===== config.mk =====
export PLATFORM = sky130hd
export DESIGN_NAME = alu_seq_flat
export DESIGN_NICKNAME = d
export VERILOG_FILES = /design/src/rtl/alu_seq_if.sv /design/src/rtl/alu_seq.sv /design/src/flat_wrapper.sv
export SDC_FILE = /design/constraint.sdc
export NUM_CORES = 1
export LEC_CHECK = 0
export CAP_MARGIN = 20
export CORE_MARGIN = 4
export CORE_UTILIZATION = 39
export DETAILED_ROUTE_END_ITERATION = 7
export PLACE_DENSITY = 0.59
export SKIP_CTS_REPAIR_TIMING = 1
export SLEW_MARGIN = 15
export SYNTH_ARGS = -nofsm -noshare
export SYNTH_HDL_FRONTEND = slang
export SYNTH_SLANG_ARGS = --single-unit

===== constraint.sdc =====
create_clock -name clk -period 5.6 [get_ports clk]
set_clock_uncertainty 0.15 [all_clocks]
set_input_delay 0.56 -clock clk [delete_from_list [all_inputs] [get_ports clk]]
set_output_delay 0.56 -clock clk [all_outputs]
set_load 0.05 [all_outputs]

===== src/rtl/alu_seq_if.sv =====
// alu_seq_if: request/response bundle between an operand source, the
// sequential ALU and the result consumer.
//   master : operand source / result consumer side
//   slave  : the ALU itself
interface alu_seq_if #(
  parameter int WIDTH = 8
) ();

  // request side
  logic             in_valid;
  logic             in_ready;
  logic [3:0]       op;
  logic [WIDTH-1:0] a;
  logic [WIDTH-1:0] b;

  // result side
  logic             out_valid;
  logic             out_ready;
  logic [WIDTH-1:0] f;
  logic             z;
  logic             c;
  logic             n;
  logic             v;

  modport master (
    output in_valid, op, a, b, out_ready,
    input  in_ready, out_valid, f, z, c, n, v
  );

  modport slave (
    input  in_valid, op, a, b, out_ready,
    output in_ready, out_valid, f, z, c, n, v
  );

endinterface


===== src/rtl/alu_seq.sv =====
// alu_seq: registered ALU with valid/ready handshakes on both sides.
// One operation in flight. Single-cycle ops finish on the accepting edge;
// MUL runs a shift-add loop, one multiplier bit per cycle, for WIDTH cycles.
// A stored carry (cy) feeds ADC and is loaded from c with every result.
// Optional feature macro: ALU_SAT_EN enables ADDS (1011) and SUBS (1100);
// without it those opcodes decode as CLR.
module alu_seq #(
  parameter int WIDTH = 8,
  parameter int SHW   = $clog2(WIDTH)
) (
  input  logic     clk,
  input  logic     rst,
  alu_seq_if.slave bus,
  output logic     busy
);

  localparam logic [3:0] OP_CLR = 4'b0000;
  localparam logic [3:0] OP_ADD = 4'b0001;
  localparam logic [3:0] OP_SUB = 4'b0010;
  localparam logic [3:0] OP_OR  = 4'b0011;
  localparam logic [3:0] OP_AND = 4'b0100;
  localparam logic [3:0] OP_XOR = 4'b0101;
  localparam logic [3:0] OP_SHL = 4'b0110;
  localparam logic [3:0] OP_SHR = 4'b0111;
  localparam logic [3:0] OP_ASR = 4'b1000;
  localparam logic [3:0] OP_MUL = 4'b1001;
  localparam logic [3:0] OP_ADC = 4'b1010;
`ifdef ALU_SAT_EN
  localparam logic [3:0] OP_ADDS = 4'b1011;
  localparam logic [3:0] OP_SUBS = 4'b1100;
`endif

  localparam logic [SHW-1:0] CNT_LAST = SHW'(WIDTH - 1);
  localparam logic [SHW-1:0] CNT_ONE  = {{(SHW-1){1'b0}}, 1'b1};

  typedef enum logic [1:0] {
    ST_IDLE = 2'd0,
    ST_MUL  = 2'd1,
    ST_DONE = 2'd2
  } state_t;

  state_t               state_r;
  logic [WIDTH-1:0]     f_r;
  logic                 z_r, c_r, n_r, v_r;
  logic                 cy_r;
  logic                 out_valid_r;
  logic                 in_ready_r;
  logic                 busy_r;
  logic [2*WIDTH-1:0]   mcand_r;
  logic [WIDTH-1:0]     mplier_r;
  logic [2*WIDTH-1:0]   acc_r;
  logic [SHW-1:0]       cnt_r;

  logic [SHW-1:0]       shamt_s;
  logic [WIDTH:0]       add_s, adc_s, sub_s, shl_s, shr_s, asr_s;
  logic [WIDTH-1:0]     res_f_s;
  logic                 res_c_s, res_v_s;
  logic [2*WIDTH-1:0]   mul_acc_s;

  // Signed overflow of a sum: operands agree in sign, result does not.
  function automatic logic add_ovf(input logic sa, input logic sb, input logic sf);
    return (sa == sb) && (sf != sa);
  endfunction

  // Signed overflow of a difference: operands differ, result sign leaves a's.
  function automatic logic sub_ovf(input logic sa, input logic sb, input logic sf);
    return (sa != sb) && (sf != sa);
  endfunction

  // Single-cycle datapath: result, carry and overflow for the presented op.
  always_comb begin
    shamt_s = bus.b[SHW-1:0];
    add_s   = {1'b0, bus.a} + {1'b0, bus.b};
    adc_s   = add_s + {{WIDTH{1'b0}}, cy_r};
    sub_s   = {1'b0, bus.a} - {1'b0, bus.b};
    // extra bit above/below the operand catches the last bit shifted out
    shl_s   = {1'b0, bus.a} << shamt_s;
    shr_s   = {bus.a, 1'b0} >> shamt_s;
    asr_s   = $signed({bus.a, 1'b0}) >>> shamt_s;
    res_f_s = {WIDTH{1'b0}};
    res_c_s = 1'b0;
    res_v_s = 1'b0;
    case (bus.op)
      OP_CLR: begin
        res_f_s = {WIDTH{1'b0}};
      end
      OP_ADD: begin
        res_f_s = add_s[WIDTH-1:0];
        res_c_s = add_s[WIDTH];
        res_v_s = add_ovf(bus.a[WIDTH-1], bus.b[WIDTH-1], add_s[WIDTH-1]);
      end
      OP_SUB: begin
        res_f_s = sub_s[WIDTH-1:0];
        res_c_s = sub_s[WIDTH];
        res_v_s = sub_ovf(bus.a[WIDTH-1], bus.b[WIDTH-1], sub_s[WIDTH-1]);
      end
      OP_OR:  res_f_s = bus.a | bus.b;
      OP_AND: res_f_s = bus.a & bus.b;
      OP_XOR: res_f_s = bus.a ^ bus.b;
      OP_SHL: begin
        res_f_s = shl_s[WIDTH-1:0];
        res_c_s = shl_s[WIDTH];
      end
      OP_SHR: begin
        res_f_s = shr_s[WIDTH:1];
        res_c_s = shr_s[0];
      end
      OP_ASR: begin
        res_f_s = asr_s[WIDTH:1];
        res_c_s = asr_s[0];
      end
      OP_ADC: begin
        res_f_s = adc_s[WIDTH-1:0];
        res_c_s = adc_s[WIDTH];
        res_v_s = add_ovf(bus.a[WIDTH-1], bus.b[WIDTH-1], adc_s[WIDTH-1]);
      end
`ifdef ALU_SAT_EN
      OP_ADDS: begin
        if (add_s[WIDTH]) begin
          res_f_s = {WIDTH{1'b1}};
          res_c_s = 1'b1;
        end else begin
          res_f_s = add_s[WIDTH-1:0];
          res_c_s = 1'b0;
        end
      end
      OP_SUBS: begin
        if (sub_s[WIDTH]) begin
          res_f_s = {WIDTH{1'b0}};
          res_c_s = 1'b1;
        end else begin
          res_f_s = sub_s[WIDTH-1:0];
          res_c_s = 1'b0;
        end
      end
`endif
      default: begin
        // MUL is handled by the iterative path; illegal opcodes act as CLR
        res_f_s = {WIDTH{1'b0}};
      end
    endcase
  end

  // One shift-add step: add the shifted multiplicand when the current bit is set.
  always_comb begin
    mul_acc_s = acc_r;
    if (mplier_r[0]) begin
      mul_acc_s = acc_r + mcand_r;
    end else begin
      mul_acc_s = acc_r;
    end
  end

  // Control FSM with registered result, flags and handshake outputs.
  always_ff @(posedge clk) begin
    if (rst) begin
      state_r     <= ST_IDLE;
      f_r         <= {WIDTH{1'b0}};
      z_r         <= 1'b1;
      c_r         <= 1'b0;
      n_r         <= 1'b0;
      v_r         <= 1'b0;
      cy_r        <= 1'b0;
      out_valid_r <= 1'b0;
      in_ready_r  <= 1'b1;
      busy_r      <= 1'b0;
      mcand_r     <= {(2*WIDTH){1'b0}};
      mplier_r    <= {WIDTH{1'b0}};
      acc_r       <= {(2*WIDTH){1'b0}};
      cnt_r       <= {SHW{1'b0}};
    end else begin
      case (state_r)
        ST_IDLE: begin
          if (bus.in_valid) begin
            in_ready_r <= 1'b0;
            busy_r     <= 1'b1;
            if (bus.op == OP_MUL) begin
              mcand_r  <= {{WIDTH{1'b0}}, bus.a};
              mplier_r <= bus.b;
              acc_r    <= {(2*WIDTH){1'b0}};
              cnt_r    <= {SHW{1'b0}};
              state_r  <= ST_MUL;
            end else begin
              f_r         <= res_f_s;
              z_r         <= (res_f_s == {WIDTH{1'b0}});
              n_r         <= res_f_s[WIDTH-1];
              c_r         <= res_c_s;
              v_r         <= res_v_s;
              cy_r        <= res_c_s;
              out_valid_r <= 1'b1;
              state_r     <= ST_DONE;
            end
          end
        end
        ST_MUL: begin
          acc_r    <= mul_acc_s;
          mcand_r  <= mcand_r << 1;
          mplier_r <= mplier_r >> 1;
          cnt_r    <= cnt_r + CNT_ONE;
          // last bit: publish the product straight from this step's sum
          if (cnt_r == CNT_LAST) begin
            f_r         <= mul_acc_s[WIDTH-1:0];
            z_r         <= (mul_acc_s[WIDTH-1:0] == {WIDTH{1'b0}});
            n_r         <= mul_acc_s[WIDTH-1];
            c_r         <= |mul_acc_s[2*WIDTH-1:WIDTH];
            v_r         <= 1'b0;
            cy_r        <= |mul_acc_s[2*WIDTH-1:WIDTH];
            out_valid_r <= 1'b1;
            state_r     <= ST_DONE;
          end
        end
        ST_DONE: begin
          if (bus.out_ready) begin
            out_valid_r <= 1'b0;
            in_ready_r  <= 1'b1;
            busy_r      <= 1'b0;
            state_r     <= ST_IDLE;
          end
        end
        default: begin
          out_valid_r <= 1'b0;
          in_ready_r  <= 1'b1;
          busy_r      <= 1'b0;
          state_r     <= ST_IDLE;
        end
      endcase
    end
  end

  assign bus.in_ready  = in_ready_r;
  assign bus.out_valid = out_valid_r;
  assign bus.f         = f_r;
  assign bus.z         = z_r;
  assign bus.c         = c_r;
  assign bus.n         = n_r;
  assign bus.v         = v_r;
  assign busy          = busy_r;

endmodule


===== src/flat_wrapper.sv =====
// flat-port wrapper written by rule: the top's interface ports become plain ports
module alu_seq_flat 
#(
  parameter int WIDTH = 8,
  parameter int SHW   = $clog2(WIDTH)
)
  (clk, rst, busy, bus_in_valid, bus_op, bus_a, bus_b, bus_out_ready, bus_in_ready, bus_out_valid, bus_f, bus_z, bus_c, bus_n, bus_v);
  alu_seq_if #(.WIDTH(WIDTH)) bus_i ();
  input  logic clk;
  input  logic rst;
  output logic busy;
  input wire logic [$bits(bus_i.in_valid)-1:0] bus_in_valid;
  input wire logic [$bits(bus_i.op)-1:0] bus_op;
  input wire logic [$bits(bus_i.a)-1:0] bus_a;
  input wire logic [$bits(bus_i.b)-1:0] bus_b;
  input wire logic [$bits(bus_i.out_ready)-1:0] bus_out_ready;
  output wire logic [$bits(bus_i.in_ready)-1:0] bus_in_ready;
  output wire logic [$bits(bus_i.out_valid)-1:0] bus_out_valid;
  output wire logic [$bits(bus_i.f)-1:0] bus_f;
  output wire logic [$bits(bus_i.z)-1:0] bus_z;
  output wire logic [$bits(bus_i.c)-1:0] bus_c;
  output wire logic [$bits(bus_i.n)-1:0] bus_n;
  output wire logic [$bits(bus_i.v)-1:0] bus_v;
  assign bus_i.in_valid = bus_in_valid;
  assign bus_i.op = bus_op;
  assign bus_i.a = bus_a;
  assign bus_i.b = bus_b;
  assign bus_i.out_ready = bus_out_ready;
  assign bus_in_ready = bus_i.in_ready;
  assign bus_out_valid = bus_i.out_valid;
  assign bus_f = bus_i.f;
  assign bus_z = bus_i.z;
  assign bus_c = bus_i.c;
  assign bus_n = bus_i.n;
  assign bus_v = bus_i.v;
  alu_seq #(.WIDTH(WIDTH), .SHW(SHW)) u_core (.clk(clk), .rst(rst), .bus(bus_i), .busy(busy));
endmodule

=== Yosys cells after proc, flatten, opt, wreduce, memory -nomap -nowiden ===
Cells that the tools add are included.

* Word-level logic and storage cells: 112
* Bits in registers: 60
* Input port bits: 24
* Output and inout port bits: 15

* Bitwise operators: 4
* Reduce and logical (&&, ||, !) cells: 13
* Shifts and indexed selects: 3
* Add/subtract/negate cells: 5
* Muxes and demuxes: 51
* Equal/unequal tests: 23

{| class="wikitable"
|+ Operator list
! kind !! count
|-
| two-way mux 16 bit || 5
|-
| case mux 8 bit (9 select lines) || 1
|-
| case mux 16 bit (2 select lines) || 2
|-
| two-way mux 8 bit || 5
|-
| case mux 8 bit (2 select lines) || 2
|-
| two-way mux 1 bit || 19
|-
| adder 16 bit || 1
|-
| equality test 4 x 3 -> 1 bit, second input constant || 4
|-
| logical NOT 8 bit || 2
|-
| equality test 4 bit, second input constant || 3
|-
| case mux 1 bit (3 select lines) || 4
|-
| adder 8 x 8 -> 9 bit || 1
|-
| adder 9 x 1 -> 9 bit || 1
|-
| AND reduction 3 bit || 3
|-
| left shift 8 x 3 -> 9 bit || 1
|-
| >> shifter 9 x 3 -> 9 bit || 1
|-
| >>> shifter 9 x 3 -> 9 bit || 1
|-
| subtractor 8 x 8 -> 9 bit || 1
|-
| bitwise AND 8 bit || 1
|-
| equality test 4 x 2 -> 1 bit, second input constant || 2
|-
| two-way mux 2 bit || 4
|-
| OR 8 bit || 1
|-
| case mux 1 bit (2 select lines) || 4
|-
| AND reduction 4 bit || 2
|-
| other kinds (19) || 28
|}

=== Longest topological paths before layout ===
Gate-level depths: netlist of run 1.

* Depth after elaboration: 8
* Mapped depth: 13
* Gate-level depth less buffers: 12

=== Worst setup path before layout of run 1 ===
No wires, ideal clock.

* Kind: input to register
* Start point: input bus_b[1]
* End point: register u_core.z_r (netlist: u_core.bus.z)
* Data arrival time: 3.574 ns
* Stages: 13
* Library setup time: 0.060 ns
* Slack: 1.815 ns
* Data required time: 5.390 ns
* Path buffers: 3
* Path through: buf_2 inv_2 clkbuf_1 ha_1 a211oi_2 nor4_1 or3b_1 buf_6 a2111oi_4 o221ai_2 or4_1 nor4_2 o32a_1

* Word-level cells in the longest chain between the ends: 7
* Elaborated cells on any way between the ends: 14
* Classes of those cells: add/sub: 3; shift: 3; mux: 4; bitwise: 3; reduce/logical: 1

{| class="wikitable"
|+ RTL lines
! element !! line !! source
|-
| start: declaration || flat_wrapper.sv:15 || <nowiki>input wire logic [$bits(bus_i.b)-1:0] bus_b;</nowiki>
|-
| adder 8 x 8 -> 9 bit || alu_seq.sv:73 || <nowiki>add_s = {1'b0, bus.a} + {1'b0, bus.b};</nowiki>
|-
| adder 9 x 1 -> 9 bit || alu_seq.sv:74 || <nowiki>adc_s = add_s + {{WIDTH{1'b0}}, cy_r};</nowiki>
|-
| case mux 8 bit (9 select lines) * || alu_seq.sv:83 || <nowiki>case (bus.op)</nowiki>
|-
| logical NOT 8 bit * || alu_seq.sv:185 || <nowiki>z_r <= (res_f_s == {WIDTH{1'b0}});</nowiki>
|-
| two-way mux 1 bit * || alu_seq.sv:177 || <nowiki>if (bus.op == OP_MUL) begin</nowiki>
|-
| two-way mux 1 bit * || alu_seq.sv:174 || <nowiki>if (bus.in_valid) begin</nowiki>
|-
| case mux 1 bit (2 select lines) * || alu_seq.sv:172 || <nowiki>case (state_r)</nowiki>
|-
| end signal: assignment || alu_seq.sv:185 ||
|-
| end signal: assignment || alu_seq.sv:203 || <nowiki>z_r <= (mul_acc_s[WIDTH-1:0] == {WIDTH{1'b0}});</nowiki>
|-
| end: declaration || alu_seq.sv:44 || <nowiki>logic z_r, c_r, n_r, v_r;</nowiki>
|}

Mark *: on every way between the ends. The rest lies on a longest branch, timed or not. The select of a mux whose other input is x is not followed.
A chain may end at the register's enable or synchronous reset.

=== Final worst setup path of run 1 ===
* Start point: input bus_b[2]
* End point: register u_core.z_r (netlist: u_core.bus.z)

Same word-level chain as after synthesis.

==> results of run 1 <==
[cells in the mapped netlist, types with 12 or more instances]
| cell type | instances |
|---|---|
| a211oi_1 | 32 |
| a21oi_1 | 71 |
| a31oi_1 | 12 |
| clkbuf_1 | 39 |
| dfxtp_1 | 59 |
| ha_1 | 44 |
| inv_1 | 27 |
| mux2i_1 | 23 |
| nand2_1 | 48 |
| nand2b_1 | 14 |
| nand3_1 | 23 |
| nor2_1 | 93 |
| nor3_1 | 15 |
| o211ai_1 | 14 |
| o21ai_0 | 23 |
| xnor2_1 | 14 |
[through the flow]
stage / std cells / power, mW / hold slack, ps / setup slack [ps]
after floorplan: 730 / 0.762 / 299 / 1820
after global placement: 901 / 0.874 / 298 / 1100
after detailed placement: 901 / 0.878 / 302 / 1020
after CTS: 916 / 1.40 / 310 / 1370
after global routing: 917 / 1.46 / 332 / 1020
final: 917 / 1.39 / 310 / 1280
[kinds of logic (layout without fill, tap and decap cells)]
kind of cell | Yosys count | count (layout) | synth area share
and+or+nand+nor | 253 | 253 | 0.223
AOI/OAI and AO/OA | 232 | 232 | 0.282
buffers and inverters | 83 | 90 | 0.0616
DFF | 59 | 59 | 0.212
adders and majority gates | 47 | 47 | 0.109
muxes | 33 | 33 | 0.0735
xor gates and xnor gates | 23 | 23 | 0.0385
[area by class of cell]
cell class,instances,share of cell area
timing repair buffer,47,0.0722
sequential,59,0.187
inverter,28,0.0167
clock buffer,11,0.0400
multi-input combinational,588,0.644
tap,180,0.0357
clock inverter,4,0.00416
[flip-flops by register name, indices dropped and copies added (netlist names)]
register,flops
u_core.bus.c,1
u_core.state_r,2
u_core.mplier_r,8
u_core.bus.in_ready,1
u_core.mcand_r,16
u_core.bus.z,1
u_core.busy,1
u_core.bus.v,1
u_core.cnt_r,3
u_core.bus.out_valid,1
u_core.acc_r,16
u_core.bus.f,8
[power by group]
part | switching (mW) | leakage, nW | total, mW | internal [mW]
combinational | 0.260 | 1.91 | 0.415 | 0.155
sequential | 0.0201 | 0.480 | 0.463 | 0.443
clock | 0.195 | 0.137 | 0.514 | 0.320
[worst max-delay path by stage]
stage / from / endpoint / cells after the start
CTS: bus_b[2] / u_core.bus.z / 11
finish: bus_b[2] / u_core.bus.z / 11
floorplan: bus_b[1] / u_core.bus.z / 13
detailed placement: bus_b[2] / u_core.bus.z / 11
global placement: bus_b[2] / u_core.bus.z / 11
global route: bus_b[2] / u_core.bus.z / 11
[layer usage]
layer  track usage  vias to the layer above
li1              -                     2706
met1         0.308                     2652
met2         0.317                      206
met3        0.0329                       21
met4        0.0574                        0
met5             0                        -
[critical path, cell delays in order]
cell and delay [ps]:
clkdlybuf4s50_1 780, inv_1 360, ha_1 560, o21ai_1 190, o21ai_0 170, or3b_1 480
a2111oi_4 410, o221ai_2 160, or4_1 440, nor4_2 150, o32a_1 180
==> impl_metrics.ini, run 1 <==
[synthesis]
synth_cell_types = 78
synth.ff_latch_count = 59
synth_area_leaders = dfxtp_1 (21%), ha_1 (9.9%), a21oi_1 (6.4%)
synthCells = 730
yosysSeqAreaShare = 0.212
synth_area_um2 = 5580
yosysTopAreaCell = dfxtp_1
synth-edff-count = 0
syn_avg_cell_area_um2 = 7.65
synth_fp_nets = 801
synth_ff_type = dfxtp_1
ys_async_sr_fraction = 0
yosys_warnings = 0
synth.top_cell.area_share = 0.212

[floorplan]
rows = 43
fp.dieArea_um2 = 16300
die_x_um = 128
ios = 39
coreArea_um2 = 13900
start_util = 0.401
die_h_um = 128

[cells_and_area]
stdcell_area_um2 = 6310
drive_gt1_frac = 0.0651
final_cell_mix = nor2_1 (93), a21oi_1 (71), dfxtp_1 (59)
multi_input_area_um2 = 4070
final_util = 0.453
antenna_cells = 0
area_delta_synth_final_pct = 13.0
final_net_count = 804
fillers = 1373
final_common_cell = nor2_1
ff_latch_area_um2 = 1180

[hold_path]
hold_path_depth = 2
hold_end = u_core.bus.f[0]
holdCritStartpoint = u_core.bus.f[0]
holdCritPathClass = flop to flop

[setup_path]
cp_data_arrival_time_ps = 4440
crit_required_ps = 5720
r2r_cells = 10
path_class = input pin to flop
worstReg2RegEnd = u_core.bus.c
startpoint_type = input pin
rr_startpoint = u_core.mcand_r[0]
end_kind = flop
ff2ff_setup_slack_ps = 1590
cp_max_fo = 15

[place]
dp_hpwl_mm = 12.6
place_area_um2 = 6010
routabilityCongestion = 0.960
port_buffers = 38

[power_and_ir_drop]
power_density_nw_per_um2 = 221
ir_drop_mv = 0.136
cellLeakagePower_nw = 2.53

[global_routing]
grt_pass1_vias = 5195
grt-ovfl-total = 0
grt_max_degree = 61
grt_usage = 0.209
grt_pass1_wl_mm = 27.8
antenna_found_initial = 0

[run_status]
outcome = finished, final reports clean

[clock_tree]
cts_tree = built
max-clock-path-buffers = 2
cts_root_buffer = clkbuf_16
cts_buffers = 9
worstSkewPairLatency_ps = 330
htreeDepth = 3
cts.sinks = 59
cts.clk_slew.worst_paths_ps = 50

[detailed_routing]
avgRoutedWirePerCell_um = 18.6
met1_length_mm = 8.19
viasPerCell = 6.09
wl_met3_um = 982
drt_pass1_iterations = 5
drc_errors = 0
drt_iter0_markers = 620
maxUsedRoutingLayer = met4
via_count = 5585
wl_mm = 17.1
postRouteAntennaNets = 0
wl_met2_mm = 7.59

[timing]
min_period_ps = 4320
fmax_ghz = 0.231
timing.setup.tns_ps = 0
finalCritPeriodShare = 0.771
slew_headroom = 0.294
maxSlewViolCount = 0
finalHoldViolCount = 0
worstMarginPinSlew_ps = 1060
setup_viol = 0
rsz0062_at_grt = false

[job]
maxCapViolations = 0
No activity file was read; power rests on OpenSTA's default activity.
==> run 2, diff against run 1 <==
PLACE_DENSITY = 0.61   (was 0.59)
clock period = 3.7 ns   (was 5.6 ns; I/O delays follow)
==> run 2 against run 1 <==
  * First-iteration DRC count fell by 15%
  * Sequential power rose by 51%
  * Flip-flop and latch count did not move
  * Final area rose by 8.5%
  * Worst hold slack got worse by 8.9 ps
  * Worst setup slack got worse by 1000 ps
  * Largest power group unchanged
  * Highest routed layer unchanged
==> impl_metrics.ini, run 2 (synthesis gave the netlist of run 1 again) <==
[setup_path]
ff2ff_setup_slack_ps = 230
startpoint_type = input pin
end_kind = flop
cp_data_arrival_time_ps = 3590
crit_required_ps = 3820
path_class = input pin to flop
r2r_cells = 11
cp_max_fo = 4
rr_startpoint = u_core.acc_r[0]
worstReg2RegEnd = u_core.bus.c

[clock_tree]
cts.sinks = 59
htreeDepth = 3
cts_tree = built
max-clock-path-buffers = 2
worstSkewPairLatency_ps = 330
cts_root_buffer = clkbuf_16
cts.clk_slew.worst_paths_ps = 50
cts_buffers = 9

[floorplan]
die_h_um = 128
coreArea_um2 = 13900
fp.dieArea_um2 = 16300
rows = 43
ios = 39
die_x_um = 128
start_util = 0.401

[cells_and_area]
final_net_count = 864
fillers = 1356
antenna_cells = 0
largest_registers = u_core.acc_r: 16 flops, u_core.mcand_r: 16 flops
final_cell_mix = nor2_1 (93), a21oi_1 (71), buf_4 (68)
drive_gt1_frac = 0.137
final_common_cell = nor2_1
area_delta_synth_final_pct = 22.7

[timing]
rsz0062_at_grt = false
whs_ps = 301
finalCritPeriodShare = 0.937
setup_viol = 0
finalHoldViolCount = 0
slew_headroom = 0.425
fmax_ghz = 0.288
timing.setup.tns_ps = 0
worstMarginPinSlew_ps = 851
min_period_ps = 3470
maxSlewViolCount = 0

[detailed_routing]
wl_mm = 17.9
via_count = 5803
viasPerCell = 5.93
drt_iter0_markers = 524
drc_errors = 0
drt_pass1_iterations = 4
postRouteAntennaNets = 0
avgRoutedWirePerCell_um = 18.3

[global_routing]
grt_usage = 0.221
grt_pass1_wl_mm = 29.1
grt_pass1_vias = 5582
grt_max_degree = 52
antenna_found_initial = 0
grt-ovfl-total = 0

[power_and_ir_drop]
p_switching_mw = 0.732
internal_power_mw = 1.67
pwr-share-comb = 0.292
cellLeakagePower_nw = 2.86
switching_share = 0.305
power_density_nw_per_um2 = 350
ir_drop_mv = 0.248
seq_power_share = 0.291
clkPwrFrac = 0.417
power.total_mw = 2.40

[hold_path]
holdCritStartpoint = u_core.bus.f[6]
holdCritPathClass = flop to flop
hold_path_depth = 2
hold_end = u_core.bus.f[6]

[run_status]
outcome = finished, final reports clean

[job]
maxCapViolations = 0

[place]
dp_hpwl_mm = 13.9
port_buffers = 38
routabilityCongestion = 0.981
run 2: area by class of cell:
type | count | area [um^2] | area share
multi-input cells | 588 | 4070 | 0.594
inverters | 28 | 105 | 0.0153
repair buffers | 107 | 906 | 0.132
well taps | 180 | 225 | 0.0329
clock inverters | 4 | 95.1 | 0.0139
flip-flops and latches | 59 | 1180 | 0.172
clock buffers | 12 | 267 | 0.0389
run 2: through the flow:
step / worst slack, ps / instances / cell area [um^2] / util
after floorplan: 105 / 730 / 5580 / -
after global placement: -7.05 / 962 / 6480 / 0.465
after detailed placement: -71.6 / 962 / 6480 / 0.465
after CTS: 77.1 / 978 / 6840 / 0.491
after global routing: 27.6 / 978 / 6850 / 0.492
final: 234 / 978 / 6850 / 0.492
run 2: power groups by stage:
stage	sequential (mW)	clock (mW)	combinational [mW]
global route	0.703	1.05	0.756
detailed placement	0.712	0	0.688
CTS	0.699	1.01	0.692
global placement	0.711	0	0.681
finish	0.699	1.00	0.700
floorplan	0.761	0	0.392
run 2: worst max-delay path by stage:
stage / from / slack (ps) / cells after the start / end
finish: bus_b[1] / 230 / 11 / u_core.bus.z
global route: u_core.acc_r[0] / 30 / 11 / u_core.bus.c
CTS: u_core.acc_r[0] / 80 / 11 / u_core.bus.c
detailed placement: bus_b[1] / -70 / 11 / u_core.bus.z
global placement: bus_b[1] / -7 / 11 / u_core.bus.z
floorplan: bus_b[1] / 110 / 13 / u_core.bus.z
run 2: critical path: stages:
cell	delay, ps
clkdlybuf4s50_1	560
inv_2	50
ha_1	350
a211oi_2	390
nor4_1	90
or3b_1	430
a2111oi_4	410
o221ai_2	160
or4_1	440
nor4_2	150
o32a_1	180
run 2: routing by layer:
layer | part of all wire | GRT usage
met5 | 0 | 0
met3 | 0.056 | 0.0383
met4 | 0.026 | 0.0699
met1 | 0.46 | 0.302
met2 | 0.45 | 0.355
==> run 3, diff against run 2 <==
CORE_UTILIZATION = 50   (was 39)
PLACE_DENSITY = 0.74   (was 0.61)
==> run 3 against run 2 <==
  * Maximum frequency up 0.76%
  * Critical path depth unchanged
  * Register-to-register slack better by 90 ps
  * Die area down 21%
  * Worst hold slack worse by 37 ps
  * Global-route usage up 4.6 points
  * First-iteration DRC count down 7.1%
  * Cell count down 4.7%
  * Critical path type unchanged
  * Largest cell class unchanged
  * Largest power group unchanged
==> impl_metrics.ini, run 3 (synthesis gave the netlist of run 1 again) <==
[run_status]
outcome = finished, final reports clean

[timing]
finalCritPeriodShare = 0.930
rsz0062_at_grt = false
min_period_ps = 3440
timing.setup.tns_ps = 0
finalHoldViolCount = 0
whs_ps = 264
worstMarginPinSlew_ps = 884
setup_slack_ps = 260
setup_viol = 0
slew_headroom = 0.403
maxSlewViolCount = 0
fmax_ghz = 0.291

[detailed_routing]
drc_errors = 0
wl_mm = 17.2
drt_pass1_iterations = 6
viasPerCell = 6.27
drt_iter0_markers = 487
via_count = 5844
postRouteAntennaNets = 0
avgRoutedWirePerCell_um = 18.4

[cells_and_area]
layout.cells.non_filler = 932
area_delta_synth_final_pct = 18.7
final_cell_mix = nor2_1 (93), a21oi_1 (71), buf_4 (62)
drive_gt1_frac = 0.126
largest_registers = u_core.acc_r: 16 flops, u_core.mcand_r: 16 flops
final_common_cell = nor2_1
antenna_cells = 0
stdcell_area_um2 = 6630
final_net_count = 858

[setup_path]
worstReg2RegEnd = u_core.bus.c
rr_startpoint = u_core.acc_r[0]
path_class = input pin to flop
ff2ff_setup_slack_ps = 320
end_kind = flop
crit_required_ps = 3830
startpoint_type = input pin
cp_data_arrival_time_ps = 3570
cp_max_fo = 4
r2r_cells = 10

[floorplan]
die_x_um = 114
coreArea_um2 = 10900
start_util = 0.513
fp.dieArea_um2 = 12900
die_h_um = 114
rows = 38
ios = 39

[global_routing]
grt_usage = 0.267
grt_pass1_vias = 5419
grt_max_degree = 61
grt-ovfl-total = 0
grt_pass1_wl_mm = 27.9
antenna_found_initial = 0

[clock_tree]
cts_tree = built
cts.sinks = 59
cts.clk_slew.worst_paths_ps = 70
cts_buffers = 9
max-clock-path-buffers = 2
cts_root_buffer = clkbuf_8
htreeDepth = 3
worstSkewPairLatency_ps = 350

[place]
numPlacedInstances = 915
routabilityCongestion = 0.952
pre_cts_ws_ps = -40.9
place_area_um2 = 6370
dp_hpwl_mm = 13.2
port_buffers = 38

[hold_path]
hold_end = u_core.busy
holdCritStartpoint = rst
holdCritPathClass = input pin to flop
hold_path_depth = 2

[power_and_ir_drop]
power_density_nw_per_um2 = 316
ir_drop_mv = 0.298
cellLeakagePower_nw = 2.77

[job]
maxCapViolations = 0
[run 3: changes by cell type in the layout (fill, tap and decap cells not counted)]
| cell | before | now |
|---|---|---|
| buf_4 | 68 | 62 |
| clkinv_4 | 0 | 1 |
| a211oi_2 | 1 | 2 |
| clkbuf_16 | 9 | 0 |
| a211oi_1 | 32 | 31 |
| clkbuf_1 | 0 | 3 |
| a221oi_2 | 1 | 0 |
| clkinv_2 | 1 | 0 |
| clkbuf_8 | 3 | 9 |
| a221oi_1 | 1 | 2 |
[run 3: worst max-delay path by stage]
stage	end	slack, ps	from
detailed placement	u_core.bus.z	-40	bus_b[5]
global route	u_core.bus.z	40	bus_b[0]
floorplan	u_core.bus.z	110	bus_b[1]
CTS	u_core.bus.c	260	u_core.acc_r[0]
global placement	u_core.bus.z	-30	bus_b[0]
finish	u_core.bus.z	260	bus_b[1]
[run 3: critical path, cell delays in order]
cell	delay [ps]
clkdlybuf4s50_1	530
inv_2	50
ha_1	360
a211oi_2	380
nor4_1	100
or3b_1	420
a2111oi_4	420
o221ai_2	170
or4_1	440
nor4_2	160
o32a_1	180
[run 3: area by class of cell]
type,instances,area [um^2]
Tap cell,140,175
Clock buffer,12,135
Inverter,28,105
Multi-Input combinational cell,588,4070
Fill cell,967,4260
Clock inverter,4,98.8
Timing Repair Buffer,101,861
Sequential cell,59,1180
[run 3: report_power, final]
part | internal (mW) | total (mW) | switching, mW
Clock | 0.450 | 0.710 | 0.260
Sequential | 0.670 | 0.697 | 0.0272
Combinational | 0.280 | 0.685 | 0.405
Total | 1.40 | 2.09 | 0.693
[run 3: routing by layer]
metal,track usage,routed length (um),vias up
met1,0.373,7860,2746
li1,-,-,2813
met2,0.411,7500,243
met3,0.0499,1300,42
met5,0,0,-
met4,0.0962,524,0
[run 3: metrics by stage]
step | power (mW) | util
floorplan | 1.15 | -
global placement | 1.37 | 0.585
detailed placement | 1.38 | 0.585
CTS | 2.09 | 0.606
global route | 2.19 | 0.609
finish | 2.09 | 0.609
==> RTL change (settings of run 2) <==
Build with the macro `ALU_SAT_EN` defined.
--- a/src/rtl/alu_seq.sv
+++ b/src/rtl/alu_seq.sv
@@ -4,6 +4,8 @@
 // A stored carry (cy) feeds ADC and is loaded from c with every result.
 // Optional feature macro: ALU_SAT_EN enables ADDS (1011) and SUBS (1100);
 // without it those opcodes decode as CLR.
+`define ALU_SAT_EN
+
 module alu_seq #(
   parameter int WIDTH = 8,
   parameter int SHW   = $clog2(WIDTH)
Check against the original RTL: not equivalent (Yosys sat finds a counterexample within 4 cycles, from zero or initial values and one cycle with rst high).
==> RTL change against run 2 <==
  * Critical path depth did not move
  * Sequential share of layout area fell by 0.92 points
  * Cell area rose by 5.6%
  * Count of clock-buffer cells in the layout fell by 2
  * Area after synthesis rose by 7.9%
  * First-iteration DRC count rose by 4.6%
  * Wire length rose by 9.2%
  * Sequential cell count did not move
  * Final cell count rose by 7.2%
  * Non-clock buffer count did not move
  * Combinational power rose by 19%
  * Total power rose by 0.53%
  * Setup slack improved by 0.017 ns
  * Sequential power rose by 2%
==> RTL change: results <==
metrics = {
    "placement": {
        "gp_congestion": 0.998,
        "hpwl_um": 15300,
        "portBuffers": 38,
    },
    "synthesis": {
        "muxShareOfSynthArea_pct": 8.32,
        "synth_nets": 866,
        "synth_xor_area_share_pct": 4.19,
        "syn_avg_cell_area_um2": 7.59,
        "ys_seq_area_share_pct": 19.6,
        "synth-compound-area-share_pct": 27.1,
        "synth_area_leaders": "dfxtp_1 (20%), ha_1 (9.3%), a21oi_1 (6.5%), nor2_1 (5.2%), nand2_1 (3.7%)",
        "synth_top_area_share_pct": 19.6,
        "yosys_warnings": 0,
        "synth-adder-area-share_pct": 10.3,
        "synthTopCellsByCount": "nor2_1 (84), a21oi_1 (78), nand2_1 (60), dfxtp_1 (59), ha_1 (45)",
        "synth_cell_types": 83,
    },
    "final_layout": {
        "layout-drive-gt1-share_pct": 15.0,
        "final_cells": 1048,
        "top_regs": "u_core.acc_r (16), u_core.mcand_r (16)",
        "nFillCells": 1510,
        "diodes": 0,
        "fin_nets": 927,
    },
    "critical_path": {
        "crit_arrival_ns": 3.55,
        "rrSetupSlack_ns": 0.78,
        "r2r_cells": 10,
        "cp_slowest_cell": "nor4_1",
        "path_max_fanout": 8,
        "regToRegEndpoint": "u_core.bus.c",
        "slowest_delay_ns": 0.51,
        "reg2reg_from": "u_core.mcand_r[0]",
    },
    "outcome": {
        "status": "completed",
    },
    "worst_hold_path": {
        "holdCritStartpoint": "rst",
        "worst_hold_path_type": "input port to register",
        "hold_end": "u_core.cnt_r[1]",
    },
    "pwr": {
        "power_leakage_uw": 0.00292,
        "ir_worst_vdd_uv": 227,
        "internal-power_uw": 1560,
    },
    "route": {
        "dr.pass1.iters": 7,
        "viasPerCell": 5.93,
        "drtIter0Drc": 548,
        "drt-wirelength-per-cell_um": 18.7,
    },
    "clocking": {
        "clock_latency_ns": 0.33,
        "clock_path_buffers": 2,
        "cts_buffers": 9,
        "clk_pin_slew_ns": 0.05,
        "cts.htree.levels": 3,
    },
    "global_routing": {
        "antenna_found_initial": 0,
        "grt_max_degree": 51,
        "grt_util_all_layers_pct": 21.9,
        "grt_pass1_wl_um": 31200,
        "first_global_vias": 5746,
    },
    "timing": {
        "worst_pin_slew_ns": 0.677,
    },
}
RTL change: how the worst max path moves through the flow:
stage | from | end | slack, ns | cells after the start
2_1_floorplan | bus_b[1] | u_core.bus.z | 0.33 | 12
3_3_place_gp | bus_a[0] | u_core.bus.z | -0.13 | 14
3_5_place_dp | bus_b[0] | u_core.bus.z | -0.20 | 13
4_1_cts | bus_b[0] | u_core.bus.z | 0.14 | 13
5_1_grt | bus_b[0] | u_core.bus.z | 0.006 | 11
6_report | bus_b[0] | u_core.bus.z | 0.25 | 11
RTL change: critical path, delay by kind of cell:
| kind | cells | cell delay, ns |
|---|---|---|
| AO/OA/AOI/OAI | 6 | 1.33 |
| adder cells (fa/ha/maj) | 2 | 0.74 |
| buffers and inverters | 1 | 0.46 |
| AND/OR/NAND/NOR | 2 | 0.65 |
RTL change: cells by family after synthesis:
kind of cell	count (synthesis)
multiplexers	40
XOR/XNOR	28
buffers and inverters	92
adder cells (fa/ha/maj)	48
AO/OA/AOI/OAI	242
flip-flops	59
AND/OR/NAND/NOR	285
RTL change: final cells by class:
class                           count  area [um2]  share of cell area (%)
Tap cell                          188         235                    3.25
Clock buffer                       10         239                    3.30
Sequential cell                    59        1180                    16.3
Clock inverter                      6        72.6                    1.00
Inverter                           35         131                    1.82
Timing Repair Buffer              107         906                    12.5
Multi-Input combinational cell    643        4470                    61.8
RTL change: power groups by stage:
stage | Clock (uW) | Sequential (uW) | Combinational [uW]
2_1_floorplan | 0 | 762 | 496
5_1_grt | 904 | 721 | 900
4_1_cts | 882 | 715 | 821
3_3_place_gp | 0 | 727 | 816
3_5_place_dp | 0 | 729 | 817
6_report | 867 | 715 | 830
RTL change: layer usage:
metal	GRT usage, %	part of all wire [%]	vias up
met3	3.32	5.4	43
met1	31.5	49	2883
met2	33.4	43	236
met5	0	0	-
li1	-	-	3053
met4	7.51	2.8	0
RTL change: per-stage QoR:
stage / hold slack, ns / cell area, um2 / setup slack, ns / util (%) / setup TNS [ns]
after global placement: 0.292 / 6920 / -0.125 / 45.7 / -0.209
after global routing: 0.204 / 7240 / 0.00621 / 47.8 / 0
after CTS: 0.186 / 7240 / 0.140 / 47.8 / 0
after detailed placement: 0.295 / 6920 / -0.203 / 45.7 / -0.361
final: 0.188 / 7240 / 0.251 / 47.8 / 0
after floorplan: 0.299 / 6030 / 0.335 / - / 0
